`src/rtl/pair_buffer4.sv`:
```
// Pairs consecutive input words into {O0,O1} operands and queues up to two
// complete pairs in a 2-entry FIFO ahead of a two-input downstream operator.
module pair_buffer4 #(
  parameter int WIDTH = 4
) (
  input  logic             CLK,
  input  logic             ASYNCRESET,
  input  logic [WIDTH-1:0] I,
  input  logic             I_valid,
  output logic             I_ready,
  input  logic             flush,
  output logic [WIDTH-1:0] O0,
  output logic [WIDTH-1:0] O1,
  output logic             O_valid,
  input  logic             O_ready,
  output logic [1:0]       count,
  output logic             half
);

  logic             r_half;
  logic [WIDTH-1:0] r_hold;
  logic [WIDTH-1:0] r_mem0 [2];
  logic [WIDTH-1:0] r_mem1 [2];
  logic             r_wptr;
  logic             r_rptr;
  logic [1:0]       r_count;

  logic             w_in_xfer;
  logic             w_push;
  logic             w_pop;
  logic             w_show;

  assign I_ready   = !flush && (!r_half || (r_count != 2'd2));
  assign O_valid   = (r_count != 2'd0);
  assign w_in_xfer = I_valid && I_ready;
  assign w_push    = w_in_xfer && r_half;
  assign w_pop     = O_valid && O_ready;

  // When empty, the slot behind the read pointer still holds the last popped
  // pair, and a push always lands on the read pointer, so it is never
  // overwritten while displayed.
  assign w_show = O_valid ? r_rptr : ~r_rptr;
  assign O0     = r_mem0[w_show];
  assign O1     = r_mem1[w_show];
  assign count  = r_count;
  assign half   = r_half;

  always_ff @(posedge CLK or posedge ASYNCRESET) begin
    if (ASYNCRESET) begin
      r_half    <= 1'b0;
      r_hold    <= '0;
      r_mem0[0] <= '0;
      r_mem0[1] <= '0;
      r_mem1[0] <= '0;
      r_mem1[1] <= '0;
      r_wptr    <= 1'b0;
      r_rptr    <= 1'b0;
      r_count   <= 2'd0;
    end else begin
      if (flush) begin
        r_half <= 1'b0;
      end else if (w_in_xfer) begin
        if (r_half) begin
          r_mem0[r_wptr] <= r_hold;
          r_mem1[r_wptr] <= I;
          r_wptr         <= ~r_wptr;
          r_half         <= 1'b0;
        end else begin
          r_hold <= I;
          r_half <= 1'b1;
        end
      end
      if (w_pop) begin
        r_rptr <= ~r_rptr;
      end
      case ({w_push, w_pop})
        2'b10:   r_count <= r_count + 2'd1;
        2'b01:   r_count <= r_count - 2'd1;
        default: r_count <= r_count;
      endcase
    end
  end

endmodule
```
`config.mk`:
```
export PLATFORM = sky130hd
export DESIGN_NAME = pair_buffer4
export DESIGN_NICKNAME = d
export VERILOG_FILES = /design/src/rtl/pair_buffer4.sv
export SDC_FILE = /design/constraint.sdc
export NUM_CORES = 1
export LEC_CHECK = 0
export ABC_CLOCK_PERIOD_IN_PS = 3300
export BUFFER_PORTS_ARGS = -buffer_cell sky130_fd_sc_hd__buf_2
export CAP_MARGIN = 20
export CORE_MARGIN = 2
export CORE_UTILIZATION = 60
export CTS_BUF_LIST = sky130_fd_sc_hd__clkbuf_4 sky130_fd_sc_hd__clkbuf_8
export CTS_CLUSTER_DIAMETER = 40
export DETAILED_ROUTE_END_ITERATION = 8
export PLACE_DENSITY = 0.86
export SYNTH_ARGS = -nofsm -noshare
export SYNTH_HDL_FRONTEND = slang
export SYNTH_SLANG_ARGS = --single-unit
```
`constraint.sdc`:
```
create_clock -name CLK -period 3.3 [get_ports CLK]
set_input_delay 0.66 -clock CLK [delete_from_list [all_inputs] [get_ports CLK]]
set_output_delay 0.66 -clock CLK [all_outputs]
set_load 0.02 [all_outputs]
```
==> results.toml <==
[logic_synthesis]
yosysWarningCount = 0
synth_nets = 84
synthCells = 74
synth_area_leaders = "dfrtp_1 56%, mux2_2 28%, xnor2_1 2.3%"
yosysTopAreaCellShare_pct = 55.7
seq_area_frac_synth_pct = 55.7
yosys_register_bits = 25
syn_avg_cell_area_sq_um = 15.2
synth_area_leader_cell = "dfrtp_1"
syn_area_sq_um = 1120
synth_cell_types = 18

[setup_path]
crit_arrival_ns = 2.13
endpoint_kind = "output port"
startpoint_type = "register"
crit_fanout = 8
cp_data_required_time_ns = 2.64
r2r_start = "count[1]"
crit_type = "reg -> out"
critPathLaunch = "count[0]"

[floorplanning]
die_x_um = 47.3
die-height_um = 47.3
core-area_sq_um = 1750
initial_core_util_pct = 64.3
ios = 22
row_count = 15
fp.dieArea_sq_um = 2230

[route]
viasPerCell = 5.38
dr.pass1.iters = 4
ant_nets = 0
wire_per_inst_um = 15.0
drt-total-wl_mm = 1.86
drcViolationCount = 0
vias = 667
drt_iter0_drc = 2

[status]
status = "completed"

[global_route]
grt_use_met2_pct = 33.0
antenna_found_initial = 0
grt_overflow = 0
grt_pass1_vias = 692
met3_usage_pct = 5.77
gr-usage-all-layers_pct = 20.6
gr-max-usage-layer = "met2"
grt_max_degree = 26
grt_util_met1_pct = 25.9
grt_pass1_wl_mm = 3.10

[timing]
hold_viol_final = 0
rsz0062_at_grt = "false"
period_share_pct = 84.4
slew_headroom_pct = 38.9
final_max_slew_viol_count = 0
min_period_ns = 2.79
tns_ns = 0
tightest_slew_ns = 0.916
setup_viol = 0
layout_setup_ws_ns = 0.515
fin_worst_skew_ns = 0.00212
fmax_mhz = 359

[placement]
numPortBuffers = 21
place_inst = 120
placed_cell_area_sq_um = 1260
dp_hpwl_mm = 1.35
globalplace.congestion = 0.816
dp_slack_ns = 0.893

[power_and_ir_drop]
power_density_nw_per_um2 = 1040
power_leakage_nw = 0.590
ir_drop_mv = 0.655

[clocking]
cts_tree = "yes"
hold_buffers = 0
worstSkewPairLatency_ns = 0.31
clkTransAtPathRegs_ns = 0.13
clock_sinks = 25
cts_max_level = 1
cts_buffers = 3
clockBufferDepth = 2
cts-root-buf = "clkbuf_4"
cts_resized = 0
cts_setup_buffers = 0

[final_layout]
design_area_sq_um = 1290
finalNonFillerCells = 124
drive_gt1_share_pct = 58.6
diodes = 0
synthToLayoutAreaGrowth_pct = 14.8
nNetsFinal = 110

[run]
cap_violations = 0

[min_path]
hold_path_class = "in -> async"
## logic make-up (layout without fill, tap and decap cells)
kind of cell               count (synthesis)  after routing  synth area share (%)
muxes                                     28             28                  28.1
DFF                                       25             25                  55.7
and+or+nand+nor                           12             12                  8.92
xor gates and xnor gates                   6              6                  5.35
adders and majority gates                  1              1                  1.11
AOI/OAI and AO/OA                          1              1                 0.446
buffers and inverters                      1             26                 0.334
## cell usage in the layout (no fill, tap or decap), drive strengths merged, types with 3 or more instances in the layout
cell    netlist  routed
mux2         28      28
dfrtp        25      25
buf           0      21
clkbuf        0       4
xnor2         3       3
nor2          3       3
xor2          3       3
## flip-flops by register name, summed over array words and instances (netlist names)
name / count
r_wptr: 1
r_mem0: 8
half: 1
r_rptr: 1
r_mem1: 8
count: 2
r_hold: 4
## layer usage
metal / part of all wire (%) / routed length [um]
met5: 0 / 0
met4: 2.8 / 53
met3: 3.4 / 64
met2: 49 / 912
met1: 45 / 831
## critical path, cell delays in order (launching register included)
cell and delay (ns):
dfrtp_1 0.46, or2_2 0.34, xor2_2 0.45, mux2_2 0.40, buf_2 0.16
## power by group
part,switching [mW],internal [mW]
combinational,0.349,0.322
sequential,0.0893,0.438
clock,0.0862,0.0555
total,0.525,0.815
## per-stage QoR
| step | hold WS [ns] | power (mW) | utilization, % |
|---|---|---|---|
| final | 0.521 | 1.34 | 73.8 |
| after global routing | 0.542 | 1.43 | 73.8 |
| after CTS | 0.523 | 1.35 | 73.8 |
| after detailed placement | 0.494 | 1.21 | 72.1 |
| after global placement | 0.484 | 1.18 | 72.1 |
| after floorplan | 0.475 | 1.02 | - |
## Yosys cell counts (all sizes together)
master / number
mux2: 28
a21oi: 1
xnor2: 3
and2: 1
nand2: 1
nor3b: 1
or3: 1
or2: 1
nor2: 3
nor2b: 1
nor3: 1
nor4b: 1
xor2: 3
nor4: 1
inv: 1
ha: 1
dfrtp: 25
## cell type report
type                            instances  area, sq um
Fill cell                             125          457
Multi-Input combinational cell         48          493
Clock buffer                            4         30.0
Tap cell                               25         31.3
Timing Repair Buffer                   21          105
Inverter                                1         3.75
Sequential cell                        25          626
## path summary, 6_finish.rpt
| check | end | slack [ns] | depth (start not counted) |
|---|---|---|---|
| worst max-delay path | O0[1] | 0.51 | 4 |
| worst min-delay path | r_mem1[7] | 0.52 | 2 |
| worst max register to register | count[1] | 1.52 | 6 |
| worst min register to register | r_mem1[2] | 0.52 | 1 |
| max in group asynchronous | r_mem1[2] | 2.22 | 2 |
| min in group CLK | r_mem1[2] | 0.52 | 1 |
Power figures use the tool's default switching activity.
